### src/rtl/conv_encoder_framed.sv
// Framed rate-1/2 convolutional encoder: codes one bit per accept, then appends
// K-1 zero tail symbols so the decoder's trellis terminates in the zero state.
module conv_encoder_framed #(
  parameter int             K         = 3,
  parameter logic [K-1:0]   G0        = 3'b111,
  parameter logic [K-1:0]   G1        = 3'b101,
  parameter int             FRAME_LEN = 256
) (
  input  logic       clk,
  input  logic       rst,
  input  logic       enable_i,
  input  logic       d_in,
  input  logic       flush_i,
  output logic       ready_o,
  output logic       valid_o,
  output logic [1:0] d_out,
  output logic       sop_o,
  output logic       eof_o
);

  localparam int BIT_W  = $clog2(FRAME_LEN + 1);
  localparam int TAIL_W = $clog2(K);

  typedef enum logic [1:0] {IDLE, DATA, TAIL} state_e;

  state_e              state_q, state_d;
  logic [K-2:0]        sr_q, sr_d;
  logic [BIT_W-1:0]    bit_ct_q, bit_ct_d;
  logic [TAIL_W-1:0]   tail_ct_q, tail_ct_d;
  logic                valid_q, valid_d;
  logic [1:0]          dout_q, dout_d;
  logic                sop_q, sop_d;
  logic                eof_q, eof_d;

  logic                accept;
  logic                code_bit;
  logic [K-1:0]        w;
  logic [1:0]          sym;

  assign ready_o  = (state_q != TAIL);
  assign accept   = enable_i & ready_o & ~flush_i;
  // Tail symbols always shift in zeros, whatever sits on d_in.
  assign code_bit = (state_q == TAIL) ? 1'b0 : d_in;
  assign w        = {code_bit, sr_q};
  assign sym      = {^(w & G0), ^(w & G1)};

  always_comb begin
    // NOTE: every variable gets a default before the case so no path leaves one unassigned (no latches).
    state_d   = state_q;
    sr_d      = sr_q;
    bit_ct_d  = bit_ct_q;
    tail_ct_d = tail_ct_q;
    valid_d   = 1'b0;
    dout_d    = dout_q;
    sop_d     = 1'b0;
    eof_d     = 1'b0;

    unique case (state_q)
      IDLE: if (accept) begin
        valid_d   = 1'b1;
        sop_d     = 1'b1;
        bit_ct_d  = BIT_W'(1);
        tail_ct_d = '0;
        state_d   = (FRAME_LEN == 1) ? TAIL : DATA;
      end
      DATA: if (accept) begin
        valid_d  = 1'b1;
        bit_ct_d = bit_ct_q + BIT_W'(1);
        if (bit_ct_q == BIT_W'(FRAME_LEN - 1)) begin
          state_d   = TAIL;
          tail_ct_d = '0;
        end
      end
      TAIL: begin
        valid_d   = 1'b1;
        tail_ct_d = tail_ct_q + TAIL_W'(1);
        if (tail_ct_q == TAIL_W'(K - 2)) begin
          eof_d     = 1'b1;
          state_d   = IDLE;
          bit_ct_d  = '0;
          tail_ct_d = '0;
        end
      end
      default: state_d = IDLE;
    endcase

    if (valid_d) begin
      dout_d = sym;
      sr_d   = w[K-1:1];
    end

    // Abort wins over everything, including a bit offered in the same cycle.
    if (flush_i) begin
      state_d   = IDLE;
      sr_d      = '0;
      bit_ct_d  = '0;
      tail_ct_d = '0;
      valid_d   = 1'b0;
      sop_d     = 1'b0;
      eof_d     = 1'b0;
    end
  end

  always_ff @(posedge clk or posedge rst) begin
    if (rst) begin
      state_q   <= IDLE;
      sr_q      <= '0;
      bit_ct_q  <= '0;
      tail_ct_q <= '0;
      valid_q   <= 1'b0;
      dout_q    <= 2'b00;
      sop_q     <= 1'b0;
      eof_q     <= 1'b0;
    end else begin
      // NOTE: non-blocking assignments so all state updates from the same pre-edge values.
      state_q   <= state_d;
      sr_q      <= sr_d;
      bit_ct_q  <= bit_ct_d;
      tail_ct_q <= tail_ct_d;
      valid_q   <= valid_d;
      dout_q    <= dout_d;
      sop_q     <= sop_d;
      eof_q     <= eof_d;
    end
  end

  assign valid_o = valid_q;
  assign d_out   = dout_q;
  assign sop_o   = sop_q;
  assign eof_o   = eof_q;

endmodule

### config.mk
export PLATFORM = sky130hd
export DESIGN_NAME = conv_encoder_framed
export DESIGN_NICKNAME = d
export VERILOG_FILES = /design/src/rtl/conv_encoder_framed.sv
export SDC_FILE = /design/constraint.sdc
export NUM_CORES = 1
export LEC_CHECK = 0
export ABC_AREA = 0
export ABC_CLOCK_PERIOD_IN_PS = 1950
export BUFFER_PORTS_ARGS = -buffer_cell sky130_fd_sc_hd__buf_2
export CELL_PAD_IN_SITES_DETAIL_PLACEMENT = 0
export CELL_PAD_IN_SITES_GLOBAL_PLACEMENT = 2
export CORE_AREA = 4 4 56 79
export DETAILED_ROUTE_END_ITERATION = 8
export DIE_AREA = 0 0 60 83
export PLACE_DENSITY = 0.68
export SYNTH_ARGS = -nofsm -noshare
export SYNTH_HDL_FRONTEND = slang
export SYNTH_SLANG_ARGS = --single-unit
### constraint.sdc
create_clock -name clk -period 1.95 [get_ports clk]
set_input_delay 0.195 -clock clk [delete_from_list [all_inputs] [get_ports clk]]
set_output_delay 0.195 -clock clk [all_outputs]
set_load 0.1 [all_outputs]
Word-level counts from Yosys, hierarchy flattened

Index checks and enable logic that the tools add are counted.

Bitwise operators: 3
Magnitude comparators: 0
Shift operators: 0
$mul: 0
Eq/ne operators: 9
Divide/modulo/power cells: 0
Reductions and logical operators: 9
Muxes and demuxes: 28
Add/subtract/negate cells: 2

Operators by type and width:

| kind                | count |
|---|---|
| $mux 9              | 4 |
| $pmux 9 s3          | 1 |
| $mux 2              | 12 |
| $pmux 2 s3          | 2 |
| $reduce_and 4->1    | 3 |
| $add 9x1->9 const B | 1 |
| $eq 9x8->1 const B  | 1 |
| $ne 3x3->1 const B  | 3 |
| $mux 1              | 8 |
| $reduce_xor 3->1    | 2 |
| $eq 2x1->1 const B  | 2 |
| $reduce_bool 4->1   | 1 |
| $ne 3x2->1 const B  | 1 |
| $add 2x1->2 const B | 1 |
| $and 1x1->1         | 2 |
| $eq 2x2->1 const B  | 1 |
| $logic_not 2->1     | 1 |
| $ne 2x2->1 const B  | 1 |
| $pmux 1 s2          | 1 |
| $reduce_bool 2->1   | 1 |
| $reduce_or 2->1     | 1 |
| $not 1->1           | 1 |

Latch bits: 0
Logic and storage cells: 59
Bits in read-only memories: 0
Output and inout port bits: 6
Register bits after elaboration: 20
Input port bits: 5
Memory bits (writable): 0
Memories kept: 0

Depth between registers and ports, before layout

Gate-level depths: netlist of the first run.

Depth in word-level cells: 7
Mapped depth: 9
Mapped depth without buffers: 9

Worst setup path after synthesis of the first run

OpenSTA, ideal clock, no wires.

Path type: flip-flop to flip-flop
Start: register bit_ct_q[0]
End: register state_q[0]
Slack: -0.003 ns
Setup time: 0.131 ns
Stages on the path, launching flop included: 10
Clock period less this slack: 1.953 ns
Buffers on the path: 0
Data required time: 1.819 ns
Arrival time: 1.822 ns
Cell sequence: dfrtp_1 ha_1 nand3_1 nor2_1 and3_1 ha_1 and3b_1 a211oi_2 mux2i_1 nor2_1

Cells in the longest elaborated chain, start to end: 3

RTL lines:

| element                    | line | RTL |
|---|---|---|
| start: declaration         | 28   | `logic [BIT_W-1:0] bit_ct_q, bit_ct_d;` |
| start signal: assignment   | 118  | `bit_ct_q <= bit_ct_d;` |
| $eq 9x8->1                 | 69   | `if (bit_ct_q == BIT_W'(FRAME_LEN - 1)) begin` |
| $ne 3x3->1 (no line)       | --   |  |
| $reduce_and 4->1 (no line) | --   |  |
| end signal: assignment     | 116  | `state_q <= state_d;` |
| end: declaration           | 26   | `state_e state_q, state_d;` |

No other way between the ends.
A chain may end at the register's enable or synchronous reset.

Worst setup path after layout of the first run

Start: register state_q[0]
End: register bit_ct_q[7]

Cells in the longest elaborated chain, start to end: 5
Elaborated cells between the ends (all ways): 13

RTL lines:

| element                    | line | RTL |
|---|---|---|
| $ne 2x2->1                 | 40   | `assign ready_o = (state_q != TAIL);` |
| $and 1x1->1 (2 in a row)   | 41   | `assign accept = enable_i & ready_o & ~flush_i;` |
| $ne 3x3->1 (no line)       | --   |  |
| $reduce_and 4->1 (no line) | --   |  |

Several ways; a longest one is shown, not always the timed one.

==> impl_metrics.json, run 1 <==
{
  "status": "completed",
  "setup_viol": 0,
  "startpoint_type": "flip-flop",
  "drt-pass1-iter-count": 4,
  "drt_iter0_drc": 26,
  "numCtsBuffers": 3,
  "cts_tree": "done",
  "path_max_fanout": 6,
  "row_count": 27,
  "dieArea_sq_mm": 0.004980,
  "io_pins": 11,
  "grt_pass1_vias": 985,
  "maxSlewViolCount": 0,
  "rsz0062_at_grt": "no",
  "drt_wl_total_mm": 2.629,
  "die_h_um": 83,
  "worstPathArrival_ps": 2070,
  "die_w_um": 60,
  "synth_area_per_cell_sq_um": 10.08,
  "cp.required_ps": 2140,
  "hold_buffers": 0,
  "clk_latency_ps": 250,
  "finalHoldViolations": 0,
  "globalRouteOverflowTotal": 0,
  "vias": 953,
  "final_area_sq_mm": 0.001515,
  "io_buffers": 10,
  "maxCapViolCount": 0,
  "async_flop_share": 1.000,
  "gp_congestion": 0.7853,
  "synth_cells": 111,
  "antennaDiodeCount": 0,
  "syn_area_sq_mm": 0.001119,
  "dpl-instance-area_sq_mm": 0.001359,
  "antenna_found_initial": 0,
  "h-tree-depth": 1,
  "post-dp-hpwl_mm": 1.882,
  "hp-class": "in -> async",
  "path_clk_slew_ps": 70,
  "power_density_mw_per_mm2": 1147,
  "maxSlewHeadroom": 0.4504,
  "synth_edf_count": 0,
  "routed_via_density": 5.042,
  "end_kind": "flip-flop",
  "drive_gt1_frac": 0.3562,
  "synth_cell_types": 39,
  "coreArea_sq_mm": 0.003784,
  "ys_seq_area_frac": 0.4474,
  "fin_skew_ps": 3.125,
  "drc_errors": 0,
  "grt_start_max_net_pins": 21,
  "fmax_mhz": 531.2,
  "root_buffer": "clkbuf_8",
  "worst_pin_slew_ps": 823.5,
  "ys_warn_count": 0,
  "nNetsFinal": 159,
  "irDropWorstVdd_mv": 0.8979,
  "wl_per_cell_um": 13.91,
  "cts_buffer_depth": 2,
  "fin_crit_sh": 0.9655,
  "areaGrowthSynthToFinish_pct": 35.46,
  "critical_path_class": "reg -> reg",
  "synth_ff_type": "dfrtp_1",
  "syn_nets": 122,
  "ant_nets": 0,
  "cts.sinks": 20,
  "synth-seq-cells": 20,
  "power.leakage_nw": 0.7008,
  "initial_utilization": 0.2956,
  "track_usage": 0.1144,
  "fin_crit_ps": 1883,
  "grt_pass1_wl_mm": 4.409,
  "fin_util": 0.4005,
  "tns_ps": 0
}
[registers in the layout, summed over array words and instances, names as in the netlist]
name,flops
d_out,2
eof_o,1
bit_ct_q,9
state_q,2
valid_o,1
sop_o,1
tail_ct_q,2
sr_q,2
[cell usage after synthesis (2+ instances only)]
library cell | count | area, sq um
dfrtp_1 | 20 | 500.5
nor2_1 | 12 | 45.04
nand3_1 | 7 | 35.03
ha_1 | 6 | 75.07
inv_1 | 6 | 22.52
o21ai_0 | 6 | 30.03
mux2i_1 | 5 | 50.05
nand2_1 | 5 | 18.77
nor2b_1 | 5 | 31.28
o31ai_1 | 5 | 37.54
a31oi_1 | 2 | 12.51
buf_2 | 2 | 10.01
nand2b_1 | 2 | 12.51
nor3_1 | 2 | 10.01
o21a_1 | 2 | 15.01
[worst paths after layout]
kind	endpoint	cells after the start	slack (ps)	startpoint
max in group asynchronous	state_q[1]	2	1350	rst
hold / removal	bit_ct_q[6]	2	100	rst
setup / recovery	bit_ct_q[7]	6	70	state_q[0]
hold reg to reg	bit_ct_q[8]	2	480	bit_ct_q[8]
min in group clk	sop_o	3	250	flush_i
setup reg to reg	bit_ct_q[7]	6	70	state_q[0]
[worst max-delay path, cell delays in order, from the launching register on]
cell	delay, ps
dfrtp_1	370
inv_1	70
ha_1	260
nor4b_4	380
a221oi_4	140
or4b_1	500
nand3_1	100
[kinds of logic (layout without fill, tap and decap cells)]
| kind of cell | after synthesis | in the layout | share of synthesized area |
|---|---|---|---|
| DFF | 20 | 20 | 0.4474 |
| xor gates and xnor gates | 2 | 2 | 0.01566 |
| AOI/OAI and AO/OA | 22 | 23 | 0.1398 |
| and+or+nand+nor | 45 | 45 | 0.2226 |
| muxes | 7 | 7 | 0.07494 |
| adders and majority gates | 6 | 6 | 0.06711 |
| buffers and inverters | 9 | 43 | 0.03243 |
[layout by cell type (no fill, tap or decap), drive strengths merged, types with 2 or more instances in the layout]
cell / synthesis / layout
a221oi: 1 / 2
a31oi: 2 / 2
and3: 2 / 2
buf: 2 / 34
clkbuf: 1 / 3
dfrtp: 20 / 20
ha: 6 / 6
inv: 6 / 6
mux2i: 6 / 6
nand2: 6 / 6
nand2b: 2 / 2
nand3: 7 / 7
nor2: 12 / 12
nor2b: 5 / 5
nor3: 2 / 2
o21a: 2 / 2
o21ai: 7 / 7
o31ai: 5 / 5
[routing by layer]
layer | vias to the layer above | global-route usage | wire length [um]
li1 | 468 | - | -
met1 | 463 | 0.1369 | 1140
met2 | 18 | 0.1969 | 1382
met3 | 4 | 0.01866 | 81
met4 | 0 | 0.04234 | 24
met5 | - | 0 | 0
[timing repair]
item / in CTS / in global routing
gates resized for setup: 6 / 6
setup buffers: 2 / 2
pin swaps: 5 / 5
endpoints found under the setup margin: 9 / 10
gates cloned: 0 / 1
[stage by stage]
stage                     setup slack (ps)  hold WS [ps]  instances  power [mW]
after floorplan                      12.53         158.8        111       1.146
after global routing                 2.074         144.9        189       1.861
after detailed placement            -78.60         392.0        181       1.421
after global placement              -108.0         379.4        181       1.413
after CTS                           -4.439         124.4        186       1.730
final                                67.36         96.16        189       1.738
[final cells by class]
type	instances	area [sq um]
sequential	20	500.5
timing repair buffer	34	230.2
inverter	6	22.52
fill	388	2268
multi-input combinational	83	666.9
clock buffer	3	41.29
tap	43	53.80
[report_power, final]
part           internal, mW  leakage [nW]  switching [mW]
clock                 0.137        0.0216           0.127
combinational         0.357         0.409           0.604
sequential            0.475         0.270          0.0377
Power figures use the tool's default switching activity.
==> run 2: changes to the inputs <==
BUFFER_PORTS_ARGS = default   (was -buffer_cell sky130_fd_sc_hd__buf_2)
DONT_BUFFER_PORTS = 1   (was default)
PLACE_DENSITY = 0.64   (was 0.68)
==> run 2 against run 1 <==
Net effect:
- maximum frequency shrank 0.62%
- final cell count decreased by 3.7%
- cell area down 4.7%
- via count down 5.8%
- global-route usage shrank 0.40 points
- first-iteration DRC count is 27% lower
- total power shrank 2.8%
- non-clock buffer count decreased by 6
- clock skew is 2.2 ps lower
- utilization fell by 1.9 points
- die area is the same
- critical endpoint unchanged
- highest routed layer unchanged
==> impl_metrics.json, run 2 (synthesis results as in run 1) <==
{
  "status": "completed",
  "final_area_sq_mm": 0.001444,
  "critical_path_class": "reg -> reg",
  "path_clk_slew_ps": 70,
  "hold_path_startpoint": "flush_i",
  "final_cell_mix": "25 x buf_4, 20 x dfrtp_1, 11 x nor2_1",
  "rsz0062_at_grt": "yes",
  "fin_util": 0.3816,
  "holdPathEnd": "bit_ct_q[0]",
  "end_kind": "flip-flop",
  "fin_skew_ps": 0.9711,
  "maxCapViolCount": 0,
  "dieArea_sq_mm": 0.004980,
  "drt_iter0_drc": 19,
  "register_area_sq_um": 500.5,
  "cts_tree": "done",
  "antennaDiodeCount": 0,
  "io_buffers": 0,
  "cts_buffer_depth": 2,
  "hp-class": "in -> reg",
  "power.leakage_nw": 0.6688,
  "layout_commonest_cell": "buf_4",
  "setup_slack_ps": 55.65,
  "r2r_setup_slack_ps": 60,
  "dpl-instance-area_sq_mm": 0.001309,
  "io_pins": 11,
  "cp.required_ps": 2140,
  "crit_start": "state_q[0]",
  "multi_input_area_sq_um": 608.1,
  "antenna_found_initial": 0,
  "fin_crit_ps": 1894,
  "track_usage": 0.1104,
  "drt-pass1-iter-count": 4,
  "startpoint_type": "flip-flop",
  "fmax_mhz": 527.9,
  "initial_utilization": 0.2956,
  "irDropWorstVdd_mv": 0.7884,
  "ant_nets": 0,
  "worst_pin_slew_ps": 772.1,
  "h-tree-depth": 1,
  "hold_path_depth": 1,
  "nNetsFinal": 152,
  "clk_latency_ps": 250,
  "setup_viol": 0,
  "drt_wl_total_mm": 2.559,
  "numCtsBuffers": 3,
  "maxSlewViolCount": 0,
  "tns_ps": 0,
  "top_register": "bit_ct_q",
  "cts.sinks": 20,
  "coreArea_sq_mm": 0.003784,
  "power_density_mw_per_mm2": 1170,
  "drive_gt1_frac": 0.2950,
  "fillers": 382,
  "grt_start_max_net_pins": 21,
  "regToRegEndpoint": "bit_ct_q[7]",
  "row_count": 27,
  "reg2reg_from": "state_q[0]",
  "die_h_um": 83,
  "post-dp-hpwl_mm": 1.908,
  "worstPathArrival_ps": 2090,
  "path_max_fanout": 12,
  "hold_ws_ps": 48.85,
  "largest_register_ffs": 9,
  "die_w_um": 60,
  "pre_cts_ws_ps": -24.45,
  "drc_errors": 0,
  "grt_pass1_vias": 908,
  "maxSlewHeadroom": 0.4847,
  "reg2reg_depth": 7,
  "areaGrowthSynthToFinish_pct": 29.08,
  "gp_congestion": 0.7838,
  "vias": 898,
  "routed_via_density": 4.934,
  "grt_pass1_wl_mm": 4.160,
  "fin_crit_sh": 0.9715,
  "globalRouteOverflowTotal": 0,
  "root_buffer": "clkbuf_8",
  "finalHoldViolations": 0,
  "wl_per_cell_um": 14.06
}
==> run 2: cell count changes in the layout (fill, tap and decap cells not counted), moves of 2 or more <==
cell	change
buf_2	-10
dlygate4sd3_1	+3
ha_2	+3
ha_4	-2
==> run 2: stage by stage <==
| step | total power [mW] | std cells |
|---|---|---|
| after floorplan | 1.146 | 111 |
| after global placement | 1.388 | 171 |
| after global routing | 1.790 | 182 |
| after CTS | 1.685 | 178 |
| after detailed placement | 1.400 | 171 |
| final | 1.689 | 182 |
==> run 2: worst max-delay path by stage <==
stage | end | slack, ps
after global placement | d_out[0] | 60
after global routing | bit_ct_q[7] | -50
after CTS | state_q[1] | 6
final | bit_ct_q[7] | 60
after floorplan | d_out[0] | 10
after detailed placement | state_q[1] | -20
==> run 2: what timing repair did <==
action,in CTS,in global routing
hold endpoints to repair,9,0
resized for setup,3,4
buffers inserted,1,4
setup endpoints to repair,2,4
hold buffers,3,0
pin swaps,2,8
==> run 2: final cells by class <==
type	count	share of cell area
Clock buffer	3	0.02860
Inverter	6	0.01560
Multi-Input combinational cell	82	0.4211
Sequential cell	20	0.3466
Tap cell	43	0.03726
Timing Repair Buffer	28	0.1508
==> run 2: layer usage <==
layer / global-route usage / part of all wire
met5: 0 / 0
met4: 0.04839 / 0.0090
met3: 0.01866 / 0.030
met2: 0.1929 / 0.56
met1: 0.1251 / 0.40
==> run 2: power breakdown <==
group / switching (mW) / internal (mW)
Sequential: 0.0362 / 0.475
Combinational: 0.578 / 0.333
Clock: 0.130 / 0.137
Total: 0.744 / 0.945
==> run 2: critical path, cell delays in order (launching register included) <==
cell and delay, ps:
dfrtp_1 390, inv_1 80, ha_2 210, nor4b_4 310
a221oi_2 80, buf_4 180, or4b_1 480, nand3_1 90
==> run 3: changes to the inputs <==
CORE_AREA = 4 4 53 74   (was 4 4 56 79)
DIE_AREA = 0 0 57 78   (was 0 0 60 83)
PLACE_DENSITY = 0.71   (was 0.64)
==> run 3 against run 2 <==
Net effect:
- flip-flop and latch count stayed put
- first-iteration DRC count is 37% higher
- sequential power is 2% higher
- register-to-register slack worse by 20 ps
- total power is 12% higher
- critical path depth is 2 higher
- maximum frequency is 0.89% lower
- die area is 11% lower
- worst hold slack worse by 22 ps
- wire length is 8.1% higher
- clock power is 21% higher
- utilization is 10 points higher
- critical path type unchanged
- largest cell class unchanged
==> impl_metrics.json, run 3 (synthesis results as in run 1) <==
{
  "nNetsFinal": 161,
  "path_clk_slew_ps": 80,
  "register_area_sq_um": 500.5,
  "largest_register_ffs": 9,
  "coreArea_sq_mm": 0.003316,
  "drt_iter0_drc": 26,
  "power_density_mw_per_mm2": 1177,
  "rsz0062_at_grt": "yes",
  "fillers": 330,
  "fin_skew_ps": 6.880,
  "power.leakage_nw": 0.7246,
  "netSwitchingPower_uw": 816.3,
  "end_kind": "flip-flop",
  "vias": 954,
  "tns_ps": 0,
  "irDropWorstVdd_mv": 0.7916,
  "numCtsBuffers": 3,
  "post-dp-hpwl_mm": 1.792,
  "place_inst": 172,
  "io_buffers": 0,
  "ant_nets": 0,
  "globalRouteOverflowTotal": 0,
  "track_usage": 0.1325,
  "multi_input_area_sq_um": 690.7,
  "switching_share": 0.4331,
  "setup_viol": 0,
  "die_h_um": 78,
  "grt_pass1_wl_mm": 4.567,
  "maxSlewHeadroom": 0.4728,
  "power_frac_clock": 0.172,
  "drive_gt1_frac": 0.3893,
  "areaGrowthSynthToFinish_pct": 43.18,
  "total_power_mw": 1.885,
  "layout_commonest_cell": "buf_4",
  "critical_path_class": "reg -> reg",
  "routed_via_density": 5.048,
  "startpoint_type": "flip-flop",
  "internal-power_mw": 1.069,
  "root_buffer": "clkbuf_8",
  "grt_start_max_net_pins": 21,
  "clk_latency_ps": 260,
  "finalHoldViolations": 0,
  "antenna_found_initial": 0,
  "fin_util": 0.4830,
  "wl_per_cell_um": 14.63,
  "drt-pass1-iter-count": 4,
  "dieArea_sq_mm": 0.004446,
  "io_pins": 11,
  "hp-class": "in -> reg",
  "row_count": 25,
  "gp_congestion": 0.7427,
  "grt_pass1_vias": 946,
  "initial_utilization": 0.3374,
  "top_register": "bit_ct_q",
  "h-tree-depth": 1,
  "drc_errors": 0,
  "status": "completed",
  "final_cell_mix": "32 x buf_4, 20 x dfrtp_1, 11 x nor2_1, 6 x o21ai_0, 6 x nand3_1",
  "cp.required_ps": 2100,
  "cts_buffer_depth": 2,
  "power_frac_comb": 0.553,
  "die_w_um": 57,
  "pwr-share-seq": 0.275,
  "path_max_fanout": 2,
  "drt_wl_total_mm": 2.766,
  "maxSlewViolCount": 0,
  "fin_cells": 189,
  "antennaDiodeCount": 0,
  "worst_pin_slew_ps": 789.9,
  "fin_crit_sh": 0.9802,
  "fin_crit_ps": 1911,
  "cts.sinks": 20,
  "cts_tree": "done",
  "fmax_mhz": 523.2,
  "maxCapViolCount": 0,
  "worstPathArrival_ps": 2060
}
==> run 3: cell count changes in the layout (fill, tap and decap cells not counted), moves of 2 or more <==
cell | previous run | this run
buf_4 | 25 | 32
a221oi_4 | 0 | 2
buf_6 | 0 | 2
ha_1 | 3 | 1
ha_4 | 0 | 2
inv_1 | 6 | 4
inv_2 | 0 | 2
==> run 3: timing repair <==
action | CTS | global route
cloned | 1 | 0
pin swaps | 7 | 13
setup endpoints to repair | 11 | 11
setup buffers | 6 | 4
hold endpoints to repair | 25 | 0
resized for setup | 7 | 14
hold buffers | 2 | 0
==> run 3: path summary, 6_finish.rpt <==
kind / startpoint / endpoint / slack [ps] / depth (start not counted)
worst max-delay path: bit_ct_q[1] / state_q[1] / 40 / 9
worst min-delay path: flush_i / bit_ct_q[0] / 30 / 1
worst max register to register: bit_ct_q[1] / state_q[1] / 40 / 9
worst min register to register: bit_ct_q[8] / bit_ct_q[8] / 490 / 2
max in group asynchronous: rst / d_out[0] / 940 / 2
min in group asynchronous: rst / sop_o / 520 / 2
==> run 3: metal layers <==
layer,part of all wire,up-vias,track usage
met5,0,-,0
met4,0.021,0,0.06032
met3,0.036,7,0.02829
met2,0.51,15,0.2231
met1,0.43,459,0.1581
li1,-,473,-
==> run 3: layout make-up <==
cell class	instances	share of cell area
Multi-Input combinational cell	83	0.4312
Timing Repair Buffer	36	0.1766
Clock buffer	4	0.03437
Tap cell	40	0.03125
Sequential cell	20	0.3125
Inverter	6	0.01406
==> run 3: worst max-delay path, stage by stage (launching register included) <==
cell and delay, ps:
dfrtp_1 420, ha_4 190, nand3_4 90, nor2_4 30, and3_4 180, ha_4 150, and3b_1 180, a211oi_2 270
mux2i_1 220, nor2_1 60
==> run 3: stage by stage <==
step	hold WS, ps	setup WS [ps]	cell area (sq um)
floorplan	158.8	12.53	1119
global placement	264.9	-61.78	1335
detailed placement	265.1	-106.7	1335
CTS	25.66	1.135	1504
global route	12.28	-24.02	1602
finish	26.57	38.65	1602
==> run 3: power groups by stage <==
stage,registers (mW),logic (mW),clock network [mW]
2_1_floorplan,0.737,0.409,0
3_5_place_dp,0.522,0.910,0
3_3_place_gp,0.517,0.912,0
5_1_grt,0.526,1.11,0.362
6_report,0.519,1.04,0.323
4_1_cts,0.514,1.01,0.336
